### src/rtl/hp_glitch_monitor_if.sv
// Bundles the per-channel stimulus and status signals of the glitch monitor.
//   slave  : the monitor (consumes en/rx/clr, produces tx and status)
//   master : whoever drives the channels and reads back status
//   en        : per-channel enable
//   rx        : returned pattern per channel
//   clr       : per-channel alarm/counter clear pulse
//   tx        : driven test pattern per channel
//   err_cnt   : flattened error counters, channel i at [i*CNT_W +: CNT_W]
//   ch_alarm  : sticky per-channel alarm
//   alarm     : OR of ch_alarm
//   fault_id  : index of the first channel to alarm
//   fault_vld : fault_id is valid
interface hp_glitch_monitor_if #(
   parameter int NCH   = 4,
   parameter int CNT_W = 8,
   parameter int ID_W  = (NCH > 1) ? $clog2(NCH) : 1
);
   logic [NCH-1:0]       en;
   logic [NCH-1:0]       rx;
   logic [NCH-1:0]       clr;
   logic [NCH-1:0]       tx;
   logic [NCH*CNT_W-1:0] err_cnt;
   logic [NCH-1:0]       ch_alarm;
   logic                 alarm;
   logic [ID_W-1:0]      fault_id;
   logic                 fault_vld;

   modport master (
      output en, rx, clr,
      input  tx, err_cnt, ch_alarm, alarm, fault_id, fault_vld
   );

   modport slave (
      input  en, rx, clr,
      output tx, err_cnt, ch_alarm, alarm, fault_id, fault_vld
   );
endinterface

### src/rtl/hp_glitch_monitor.sv
// Multi-channel clock/supply glitch monitor.
// Each channel drives an f/4 toggle pattern on tx, compares the returned rx
// against a latency-matched copy, integrates mismatches in a leaky-bucket
// counter and raises a sticky alarm once the count reaches THRESH. The first
// channel to alarm is reported on fault_id.
// Ports:
//   clk   : clock
//   reset : synchronous, active-high reset
//   mon   : hp_glitch_monitor_if slave modport (en, rx, clr in;
//           tx, err_cnt, ch_alarm, alarm, fault_id, fault_vld out)
module hp_glitch_monitor #(
   parameter int NCH    = 4,
   parameter int LAT    = 2,
   parameter int CNT_W  = 8,
   parameter int THRESH = 1,
   parameter int DECAY  = 256,
   parameter int INVERT = 0
) (
   input  logic                clk,
   input  logic                reset,
   hp_glitch_monitor_if.slave  mon
);
   localparam int ID_W    = (NCH > 1) ? $clog2(NCH) : 1;
   localparam int ARM_MAX = LAT + 2;
   localparam int ARM_W   = $clog2(ARM_MAX + 1);
   localparam int DEC_W   = (DECAY > 1) ? $clog2(DECAY) : 1;

   localparam logic [CNT_W-1:0] CNT_MAX = '1;
   localparam logic [CNT_W-1:0] THR     = CNT_W'(THRESH);
   localparam logic [ARM_W-1:0] ARM_TOP = ARM_W'(ARM_MAX);
   localparam logic             PH_TGL  = 1'(INVERT);

   logic                 ph_q;
   logic [NCH-1:0]       tx_q, tx_d;
   logic [NCH-1:0]       exp_v;
   logic [NCH-1:0]       al_q, al_d;
   logic [NCH-1:0]       armed, mis;
   logic [CNT_W-1:0]     cnt_q [NCH];
   logic [CNT_W-1:0]     cnt_d [NCH];
   logic [ARM_W-1:0]     arm_q [NCH];
   logic [ARM_W-1:0]     arm_d [NCH];
   logic                 tick;
   logic                 fv_q;
   logic [ID_W-1:0]      fid_q, first_idx;

   // Expected pattern: tx delayed by LAT registers to match the external path.
   generate
      if (LAT == 0) begin : g_nolat
         assign exp_v = tx_q;
      end else begin : g_lat
         logic [NCH-1:0] pipe [LAT];
         always_ff @(posedge clk) begin
            if (reset) begin
               for (int k = 0; k < LAT; k++) pipe[k] <= '0;
            end else begin
               pipe[0] <= tx_q;
               for (int k = 1; k < LAT; k++) pipe[k] <= pipe[k-1];
            end
         end
         assign exp_v = pipe[LAT-1];
      end
   endgenerate

   // Leak tick: one cycle in every DECAY; DECAY=0 never leaks.
   generate
      if (DECAY == 0) begin : g_nodecay
         assign tick = 1'b0;
      end else begin : g_decay
         logic [DEC_W-1:0] dcnt_q;
         always_ff @(posedge clk) begin
            if (reset)
               dcnt_q <= '0;
            else if (dcnt_q == DEC_W'(DECAY - 1))
               dcnt_q <= '0;
            else
               dcnt_q <= dcnt_q + 1'b1;
         end
         assign tick = (dcnt_q == DEC_W'(DECAY - 1));
      end
   endgenerate

   always_comb begin
      tx_d  = tx_q;
      al_d  = al_q;
      armed = '0;
      mis   = '0;
      for (int i = 0; i < NCH; i++) begin
         cnt_d[i] = cnt_q[i];
         arm_d[i] = arm_q[i];
         armed[i] = (arm_q[i] == ARM_TOP);
         // A channel only compares once the pipeline holds pattern data
         // launched while it was enabled.
         mis[i]   = mon.en[i] & armed[i] & (mon.rx[i] ^ exp_v[i]);

         if (!mon.en[i]) begin
            tx_d[i]  = 1'b0;
            arm_d[i] = '0;
         end else begin
            if (ph_q == PH_TGL) tx_d[i] = ~tx_q[i];
            if (!armed[i])      arm_d[i] = arm_q[i] + 1'b1;
         end

         // A mismatch on a leak cycle cancels the leak instead of counting.
         if (mon.clr[i])
            cnt_d[i] = '0;
         else if (mis[i] && !tick) begin
            if (cnt_q[i] != CNT_MAX) cnt_d[i] = cnt_q[i] + 1'b1;
         end else if (!mis[i] && tick && (cnt_q[i] != '0))
            cnt_d[i] = cnt_q[i] - 1'b1;

         // Threshold check uses the registered count, so set wins over clr.
         al_d[i] = (cnt_q[i] >= THR) | (al_q[i] & ~mon.clr[i]);
      end
   end

   always_comb begin
      first_idx = '0;
      for (int i = NCH - 1; i >= 0; i--) begin
         if (al_d[i]) first_idx = ID_W'(i);
      end
   end

   // fault_vld tracks the alarm registers and is updated on the same edge,
   // so it rises together with the first ch_alarm and falls once all clear.
   always_ff @(posedge clk) begin
      if (reset) begin
         ph_q  <= 1'b0;
         tx_q  <= '0;
         al_q  <= '0;
         fv_q  <= 1'b0;
         fid_q <= '0;
         for (int i = 0; i < NCH; i++) begin
            cnt_q[i] <= '0;
            arm_q[i] <= '0;
         end
      end else begin
         ph_q <= ~ph_q;
         tx_q <= tx_d;
         al_q <= al_d;
         for (int i = 0; i < NCH; i++) begin
            cnt_q[i] <= cnt_d[i];
            arm_q[i] <= arm_d[i];
         end
         if (al_d == '0)
            fv_q <= 1'b0;
         else if (!fv_q) begin
            fv_q  <= 1'b1;
            fid_q <= first_idx;
         end
      end
   end

   generate
      for (genvar g = 0; g < NCH; g++) begin : g_flat
         assign mon.err_cnt[g*CNT_W +: CNT_W] = cnt_q[g];
      end
   endgenerate

   assign mon.tx        = tx_q;
   assign mon.ch_alarm  = al_q;
   assign mon.alarm     = |al_q;
   assign mon.fault_id  = fid_q;
   assign mon.fault_vld = fv_q;
endmodule

### src/flat_wrapper.sv
// flat-port wrapper written by rule: the top's interface ports become plain ports
module hp_glitch_monitor_flat 
#(
   parameter int NCH    = 4,
   parameter int LAT    = 2,
   parameter int CNT_W  = 8,
   parameter int THRESH = 1,
   parameter int DECAY  = 256,
   parameter int INVERT = 0
)
  (clk, reset, mon_en, mon_rx, mon_clr, mon_tx, mon_err_cnt, mon_ch_alarm, mon_alarm, mon_fault_id, mon_fault_vld);
  hp_glitch_monitor_if #(.NCH(NCH), .CNT_W(CNT_W)) mon_i ();
  input  logic clk;
  input  logic reset;
  input wire logic [$bits(mon_i.en)-1:0] mon_en;
  input wire logic [$bits(mon_i.rx)-1:0] mon_rx;
  input wire logic [$bits(mon_i.clr)-1:0] mon_clr;
  output wire logic [$bits(mon_i.tx)-1:0] mon_tx;
  output wire logic [$bits(mon_i.err_cnt)-1:0] mon_err_cnt;
  output wire logic [$bits(mon_i.ch_alarm)-1:0] mon_ch_alarm;
  output wire logic [$bits(mon_i.alarm)-1:0] mon_alarm;
  output wire logic [$bits(mon_i.fault_id)-1:0] mon_fault_id;
  output wire logic [$bits(mon_i.fault_vld)-1:0] mon_fault_vld;
  assign mon_i.en = mon_en;
  assign mon_i.rx = mon_rx;
  assign mon_i.clr = mon_clr;
  assign mon_tx = mon_i.tx;
  assign mon_err_cnt = mon_i.err_cnt;
  assign mon_ch_alarm = mon_i.ch_alarm;
  assign mon_alarm = mon_i.alarm;
  assign mon_fault_id = mon_i.fault_id;
  assign mon_fault_vld = mon_i.fault_vld;
  hp_glitch_monitor #(.NCH(NCH), .LAT(LAT), .CNT_W(CNT_W), .THRESH(THRESH), .DECAY(DECAY), .INVERT(INVERT)) u_core (.clk(clk), .reset(reset), .mon(mon_i));
endmodule
### config.mk
export PLATFORM = sky130hd
export DESIGN_NAME = hp_glitch_monitor_flat
export DESIGN_NICKNAME = d
export VERILOG_FILES = /design/src/rtl/hp_glitch_monitor_if.sv /design/src/rtl/hp_glitch_monitor.sv /design/src/flat_wrapper.sv
export SDC_FILE = /design/constraint.sdc
export NUM_CORES = 1
export LEC_CHECK = 0
export ABC_AREA = 1
export CAP_MARGIN = 40
export CORE_ASPECT_RATIO = 0.8
export CORE_MARGIN = 4
export CORE_UTILIZATION = 55
export CTS_CLUSTER_SIZE = 24
export DETAILED_ROUTE_END_ITERATION = 10
export MAX_ROUTING_LAYER = met4
export PLACE_DENSITY = 0.8
export SYNTH_ARGS = -nofsm -noshare
export SYNTH_HDL_FRONTEND = slang
export SYNTH_SLANG_ARGS = --single-unit
### constraint.sdc
create_clock -name clk -period 2.3 [get_ports clk]
set_input_delay 0.345 -clock clk [delete_from_list [all_inputs] [get_ports clk]]
set_output_delay 0.345 -clock clk [all_outputs]
set_load 0.02 [all_outputs]
==> Yosys cells after proc, flatten, opt, wreduce, memory -nomap -nowiden <==
Memories as Yosys holds them, arrays and structs flattened.
Index checks and enable logic that the tools add are counted.
{ "classes": {"mux": 42, "order_cmp": 4, "n_reduce_logical": 29, "addsub": 13, "eq_ne": 9, "bitwise": 45} }
{ "op_table": {"columns": ["op", "n"], "rows": [
  ["$mux W8", 20],
  ["$add A8 B1 Y8 const B", 5],
  ["$mux W3", 12],
  ["$ge A8 B1 Y1 const B", 4],
  ["$ne A8 B8 Y1 const B", 4],
  ["$reduce_bool A8 Y1", 4],
  ["$sub A8 B1 Y8 const B", 4],
  ["$not A1 Y1", 15],
  ["$or A1 B1 Y1", 14],
  ["$add A3 B1 Y3 const B", 4],
  ["$and A1 B1 Y1", 12],
  ["$eq A3 B3 Y1 const B", 4],
  ["$logic_and A1 B1 Y1", 12],
  ["$reduce_or A2 Y1", 5],
  ["$eq A8 B8 Y1 const B", 1],
  ["$mux W2", 4],
  ["$mux W4", 2],
  ["$logic_not A1 Y1", 5],
  ["$logic_not A4 Y1", 1],
  ["$mux W1", 4],
  ["$reduce_or A4 Y1", 1],
  ["$xor A1 B1 Y1", 4],
  ["$reduce_and A2 Y1", 1]
]} }
{ "word_totals": {"regBits": 20, "inputBits": 14, "wordCells": 154, "out_inout_bits": 44, "ram_bits": 52, "n_memories": 3} }
{ "mem_list": {"columns": ["memory", "words", "width", "rd", "rd_clocked_by_memory_dff", "wr", "line_no", "rtl"], "rows": [
  ["u_core.cnt_q", 4, 8, 4, 0, 4, "hp_glitch_monitor.sv:38", "logic [CNT_W-1:0] cnt_q [NCH];"],
  ["u_core.arm_q", 4, 3, 4, 0, 4, "hp_glitch_monitor.sv:40", "logic [ARM_W-1:0] arm_q [NCH];"],
  ["u_core.g_lat.pipe", 2, 4, 2, 0, 2, "hp_glitch_monitor.sv:51", "logic [NCH-1:0] pipe [LAT];"]
]} }

==> Logic depth before layout (Yosys ltp) <==
{ "depth": {"word_depth": 10, "depth_mapped": 13, "mapped_depth_nobuf": 13} }

==> Worst setup path before layout <==
Ideal clock, no wire load.
{ "synth_timing": {"kind": "flip-flop to flip-flop", "start": "memory u_core.arm_q[1][0] in the netlist's numbering", "end": "memory u_core.cnt_q[1][7]", "t_required_ns": 2.185, "period_less_slack_ns": 1.694, "n_path_buf": 0, "setup_slack_ns": 0.606, "path_stages_with_launch": 12, "arrival_ns": 1.579, "setup_time_ns": 0.115, "cell_sequence": "dfxtp_1 inv_1 ha_1 nand2_2 inv_1 nand3_1 nor2_1 nand2_4 nand2_2 nand3_1 nand2_1 nor2_1"} }
{ "synth_rtl": {"columns": ["element", "line_no"], "rows": [
  ["start, declared", "hp_glitch_monitor.sv:40"],
  ["end, declared", "hp_glitch_monitor.sv:38"]
]} }

==> Worst setup path after layout <==
{ "layout_timing": {"start": "register u_core.al_q[0], in the netlist u_core.mon.ch_alarm[0]", "end": "output mon_alarm"} }
{ "layout_between": {"elab_chain_cells": 1} }
{ "layout_lines": {"columns": ["element", "line_no", "rtl"], "rows": [
  ["start, declared", "hp_glitch_monitor.sv:36", "logic [NCH-1:0] al_q, al_d;"],
  ["start signal, assigned", "hp_glitch_monitor.sv:139", "al_q <= al_d;"],
  ["$reduce_or A4 Y1", "hp_glitch_monitor.sv:161", "assign mon.alarm = |al_q;"],
  ["end, declared", "flat_wrapper.sv:21", "output wire logic [$bits(mon_i.alarm)-1:0] mon_alarm;"]
]} }
No other way between the ends.

==> impl_metrics.py <==
metrics = {
    "clock_tree": {
        "htreeDepth": 3,
        "cts-resized-gates": 0,
        "clockBufferDepth": 2,
        "clockRootBuffer": "clkbuf_8",
        "cts.reportedPaths.clkPinSlew_ns": 0.07,
        "post_cts_buffers": 0,
        "cts_buffers": 9,
        "clk_latency_ns": 0.35,
        "cts_tree": "done",
        "cts_hold_repair.buffers": 0,
        "clock_sinks": 72,
    },
    "drt": {
        "wl_um": 10300,
        "drtIter0Drc": 217,
        "post-route-drc-count": 0,
        "vias_per_cell": 5.10,
        "antenna_left": 0,
        "wl_per_cell_um": 12.4,
        "vias": 4218,
        "dr.pass1.iters": 5,
    },
    "global_routing": {
        "antenna_found_initial": 0,
        "overflow": 0,
        "grt_pass1_vias": 4061,
        "grt_max_degree": 19,
        "grt_usage": 0.242,
        "grt_pass1_wl_um": 17900,
    },
    "synth": {
        "syn_area_per_cell_um2": 6.65,
        "ys_seq_area_frac": 0.334,
        "syn-cell-area_um2": 4310,
        "synth_top_area_share": 0.334,
        "synth_seq_cells": 72,
        "ys_types": 22,
        "syn_inst": 649,
        "synth_most_common_cell": "nand2_1",
        "synthArstFlopShare": 0,
        "synth_top_area_cell": "dfxtp_1",
        "synth_edf_count": 0,
        "ys.warnings.count": 0,
        "ys.flop_type": "dfxtp_1",
        "synth.area.top_cells": "dfxtp_1 33%, nand2_1 15%, xor2_1 7.3%",
        "yosys-top-cells-count": "171 x nand2_1, 82 x nor2_1, 79 x inv_1, 72 x dfxtp_1, 62 x nand3_1",
        "syn-num-nets": 688,
    },
    "timing": {
        "rsz0062_at_grt": "no",
        "finalCriticalPeriod_ns": 2.10,
        "fin_hold_ws_ns": 0.407,
        "fin_crit_sh": 0.913,
        "maxSlewViolCount": 0,
        "setup_viol": 0,
        "worst_pin_slew_ns": 0.430,
        "maxSlewHeadroom": 0.713,
        "hold_viol_final": 0,
        "fin_skew_ns": 0.0149,
        "tns_ns": 0,
        "clock.fmax_mhz": 476,
    },
    "floorplanning": {
        "die_y_um": 87.2,
        "dieArea_um2": 9330,
        "die_w_um": 107,
        "initial_core_util": 0.575,
        "io-pin-count": 58,
        "core_um2": 7500,
        "num_rows": 28,
    },
    "layout": {
        "nFillCells": 676,
        "regArea_um2": 1440,
        "area_growth_pct": 21.6,
        "fin_nets": 756,
        "diodes": 0,
        "multi_input_area_um2": 2540,
        "drive_above_1_share": 0.0540,
    },
    "pwr": {
        "intPower_w": 0.00189,
        "swShare": 0.233,
        "seq_power_share": 0.524,
        "clkPwrFrac": 0.420,
        "switchingPower_w": 0.000573,
        "comb_power_share": 0.056,
        "leakagePower_nw": 2.34,
        "powerDensity_nw_per_um2": 469,
        "irDropWorstVdd_v": 0.000348,
    },
    "setup_path": {
        "worstRegToRegCells": 9,
        "critPathKind": "reg -> out",
        "cp_data_required_time_ns": 1.96,
        "path_max_fanout": 3,
        "crit_arrival_ns": 1.76,
        "crit_path_end_kind": "output port",
        "start_kind": "register",
    },
    "min_path": {
        "hold_class": "reg -> reg",
        "whs_path_depth": 2,
    },
    "status": {
        "outcome": "finished, final reports clean",
    },
    "placed_design": {
        "dp_hpwl_um": 7920,
        "gp_congestion": 0.959,
        "portBuffers": 57,
    },
    "run": {
        "maxCapViolCount": 0,
    },
}
==> path summary, 6_finish.rpt <==
check                            endpoint  slack, ns                startpoint
setup / recovery                mon_alarm       0.20    u_core.mon.ch_alarm[0]
hold / removal    u_core.g_lat.pipe[0][5]       0.41   u_core.g_lat.pipe[0][1]
setup reg to reg       u_core.cnt_q[2][4]       0.34  u_core.g_decay.dcnt_q[0]
hold reg to reg   u_core.g_lat.pipe[0][5]       0.41   u_core.g_lat.pipe[0][1]
==> placed cells by master, fill, tap and decap left out, drive strengths merged, types with 5 or more instances in the layout <==
master         synthesis  layout
xnor2                  8       8
nor3                   9       9
nand3                 62      62
ha                    25      25
nor2                  84      84
clkdlybuf4s50          0      57
xor2                  36      36
nand4                  5       5
inv                   79      79
a21oi                 53      53
dfxtp                 72      72
buf                    4       8
o21ai                 22      22
nand2                180     180
clkbuf                 4      11
==> power by group through the flow <==
stage	Combinational [W]	Sequential [W]	Clock, W
after global placement	0.000134	0.00132	0
after floorplan	0.0000732	0.00132	0
after CTS	0.000140	0.00129	0.00105
after global routing	0.000157	0.00129	0.00111
final	0.000139	0.00129	0.00103
after detailed placement	0.000139	0.00132	0
==> worst max-delay path: stages (launching register included) <==
cell and delay [ns]:
dfxtp_1 0.33, or4_1 0.52, clkdlybuf4s50_1 0.56
==> per-stage QoR <==
step | util | power [W] | area, um^2 | worst slack [ns] | instances
after floorplan | - | 0.00139 | 4310 | 0.606 | 649
final | 0.700 | 0.00246 | 5250 | 0.200 | 827
after detailed placement | 0.672 | 0.00146 | 5040 | 0.269 | 811
after CTS | 0.700 | 0.00248 | 5250 | 0.174 | 827
after global routing | 0.700 | 0.00256 | 5250 | 0.0769 | 827
after global placement | 0.672 | 0.00145 | 5040 | 0.357 | 811
==> metal layers <==
| layer | routed length, um | share of wire | global-route usage | vias to the layer above |
|---|---|---|---|---|
| li1 | - | - | - | 2196 |
| met1 | 4790 | 0.47 | 0.298 | 1900 |
| met2 | 4760 | 0.46 | 0.399 | 115 |
| met3 | 639 | 0.062 | 0.0563 | 7 |
| met4 | 76 | 0.0074 | 0.0662 | 0 |
| met5 | 0 | 0 | - | - |
==> cell families after synthesis <==
family / Yosys count / share of synthesized area
and+or+nand+nor: 345 / 0.339
buffers and inverters: 87 / 0.0769
DFF: 72 / 0.334
adders and majority gates: 25 / 0.0725
xor gates and xnor gates: 44 / 0.0894
AOI/OAI and AO/OA: 76 / 0.0885
==> registers in the layout (all words and copies together), names as in the netlist <==
register,cells
u_core.mon.fault_vld,1
u_core.cnt_q,32
u_core.ph_q,1
u_core.g_decay.dcnt_q,8
u_core.mon.fault_id,2
u_core.mon.ch_alarm,4
u_core.g_lat.pipe,8
u_core.mon.tx,4
u_core.arm_q,12
==> layout make-up <==
class                           count  area share
Clock buffer                       11      0.0289
Tap cell                          105      0.0250
Clock inverter                      5      0.0105
Timing Repair Buffer               65       0.120
Inverter                           79      0.0565
Multi-Input combinational cell    490       0.484
Sequential cell                    72       0.275
(Power assumes the default switching activity.)
==> RTL edit: new RTL, same flow settings <==
Register the output `mon.alarm`, without a reset; this adds one clock of latency there.
--- a/src/rtl/hp_glitch_monitor.sv
+++ b/src/rtl/hp_glitch_monitor.sv
@@ -158,7 +158,9 @@
 
    assign mon.tx        = tx_q;
    assign mon.ch_alarm  = al_q;
-   assign mon.alarm     = |al_q;
+   always_ff @(posedge clk) begin
+      mon.alarm <= |al_q;
+   end
    assign mon.fault_id  = fid_q;
    assign mon.fault_vld = fv_q;
 endmodule
Function: changed (a bounded check fails within 10 cycles, from zero or initial values and one cycle with reset high).
==> RTL edit against the unedited design <==
Sequential cell count grew 1. Via count grew 0.52%. Critical path type is now flip-flop to flip-flop. First-iteration DRC count shrank 13%. Setup slack lost 0.011 ns. Final area grew 0.62%. Total power grew 3.4%. Routed wire length is essentially flat. Synthesized area grew 0.46%. Utilization grew 0.11 points. Die area grew 0.42%.
==> RTL edit: results (changes against the unedited design) <==
| Metric | Value |
|---|---|
| Status | completed |
| Main area contributors after synthesis | dfxtp_1 34%, nand2_1 15%, xor2_1 7.3%, ha_1 7.2%, nand3_1 7.2% |
| Top post-synthesis cells by count | 171 x nand2_1, 82 x nor2_1, 79 x inv_1, 73 x dfxtp_1, 62 x nand3_1 |
| Clock root cell | clkbuf_8 |
| VDD IR max | 0.3729 mV (+7.2%) |
| Arrival @ worst endpoint | 2.34 ns (+0.58 ns) |
| Number of global-route vias before repair | 4000 (-1.5%) |
| Synth Instances | 650 (+0.15%) |
| Diode count | 0 (unchanged) |
| Slew Limit Headroom | 0.6140 (-0.09873) |
| HP Class | flip-flop to flip-flop |
| Final net count | 756 (unchanged) |
| CTS max path bufs | 2 (unchanged) |
| Distinct cells, synth | 22 (unchanged) |
| Postcts setup bufs | 0 (unchanged) |
| Synthesis Warnings | 0 (unchanged) |
| GP Congestion | 0.9145 (-4.7%) |
| Crit-path max FO | 8 (+5) |
| Layout cells sized above 1 | 0.05125 (-0.002770) |
| Later-pin clock latency in the skew report | approximately 0.34 ns |
| Mapped Nets | 689 (+0.15%) |
| Vias per cell | 5.127 (+0.52%) |
| Max incr delay on CP | 0.37 ns (-0.19 ns) |
| Slowest cell on crit path | dfxtp_1 |
| Post-CTS sizing | 0 (unchanged) |
| Area leader, netlist | dfxtp_1 |
| Hold Startpoint | u_core.g_lat.pipe[0][1]$_SDFF_PP0_ |
| Worst r2r src | u_core.g_decay.dcnt_q[0]$_SDFF_PP0_ |
| Register area share after synthesis | 0.3373 (+0.003076) |
| Top delay family on crit path | simple AND/OR/NAND/NOR gates |
| First-pass GRT wire length | 17.40 mm (-2.7%) |
| First-pass detailed-route iteration total | 5 (unchanged) |
| H-tree Lvls | 3 (unchanged) |
| Asr flop ratio synth | 0 (unchanged) |
| Worst-path clk slew | 0.07 ns (about the same) |
| Static Leakage | 2.355 nW (+0.74%) |
| Largest regs | u_core.cnt_q x32, u_core.arm_q x12 |
| DP HPWL | 7.649 mm (-3.5%) |
| Max Clock Skew | 0.008628 ns (-0.006235 ns) |
| All-Layer GR Usage | 0.2320 (-0.009515) |
| Final Instance Count excl. Fillers | 827 (unchanged) |
| Placed cells | 811 (unchanged) |
| Startpoint types | flip-flop |
| Layout fillers | 658 (-2.7%) |
| Largest net degree at the start of global routing | 19 (unchanged) |
| DP Area | 5052 µm² (+0.25%) |
| Iter 0 DRT Violations | 189 (-13%) |
| PortBufs | 57 (unchanged) |
| Post-route design area | 5279 µm² (+0.62%) |
| Drt wl/cell | 12.41 µm (about the same) |
| TritonCTS buffer count | 9 (unchanged) |
[RTL edit: changes by cell type in the layout (fill, tap and decap cells not counted)]
cell / delta
clkbuf_8: +3
clkinv_2: -2
clkinvlp_4: -2
buf_4: -1
clkbuf_1: +1
dfxtp_1: +1
[RTL edit: final timing paths]
path | cells past startpoint | slack [ns] | end
worst max register to register | 10 | 0.19 | u_core.cnt_q[2][7]$_SDFFE_PP0P_
worst min-delay path | 2 | 0.40 | u_core.g_lat.pipe[0][5]$_SDFF_PP0_
worst min register to register | 2 | 0.40 | u_core.g_lat.pipe[0][5]$_SDFF_PP0_
worst max-delay path | 10 | 0.19 | u_core.cnt_q[2][7]$_SDFFE_PP0P_
[RTL edit: worst min-delay path, cell delays in order, from the launching register on]
cell and delay, ns:
dfxtp_1 0.30, inv_1 0.04, nor2_1 0.03
[RTL edit: final cells by class]
type                    instances  share of cell area
clock buffers                  15             0.03721
inverters                      79             0.05617
multi-input cells             490              0.4812
well taps                     105             0.02489
clock inverters                 1            0.005689
repair buffers                 64              0.1180
flip-flops and latches         73              0.2768
[RTL edit: routing by layer]
| metal | GRT usage | wire length, µm | vias up |
|---|---|---|---|
| li1 | - | - | 2194 |
| met1 | 0.2871 | 4718 | 1899 |
| met2 | 0.3890 | 4860 | 128 |
| met3 | 0.04670 | 576 | 19 |
| met4 | 0.06039 | 106 | 0 |
| met5 | - | 0 | - |
[RTL edit: cell families (layout without fill, tap and decap cells)]
group / Yosys count / after routing / synth area share
and+or+nand+nor: 345 / 345 / 0.3370
buffers and inverters: 87 / 159 / 0.07652
AOI/OAI and AO/OA: 76 / 76 / 0.08807
DFF: 73 / 73 / 0.3373
xor gates and xnor gates: 44 / 44 / 0.08894
adders and majority gates: 25 / 25 / 0.07219
[RTL edit: per-stage QoR]
stage	worst slack, ns	total power, mW
6_report	0.1884	2.542
5_1_grt	0.02619	2.646
4_1_cts	0.2130	2.565
3_5_place_dp	0.1118	1.472
3_3_place_gp	0.1893	1.467
2_1_floorplan	0.6058	1.410
[RTL edit: report_power, final]
| part | internal, mW | switching (mW) | total, mW |
|---|---|---|---|
| registers | 1.29 | 0.0194 | 1.31 |
| logic | 0.0601 | 0.0765 | 0.137 |
| clock network | 0.651 | 0.448 | 1.10 |
| total | 2.00 | 0.544 | 2.54 |
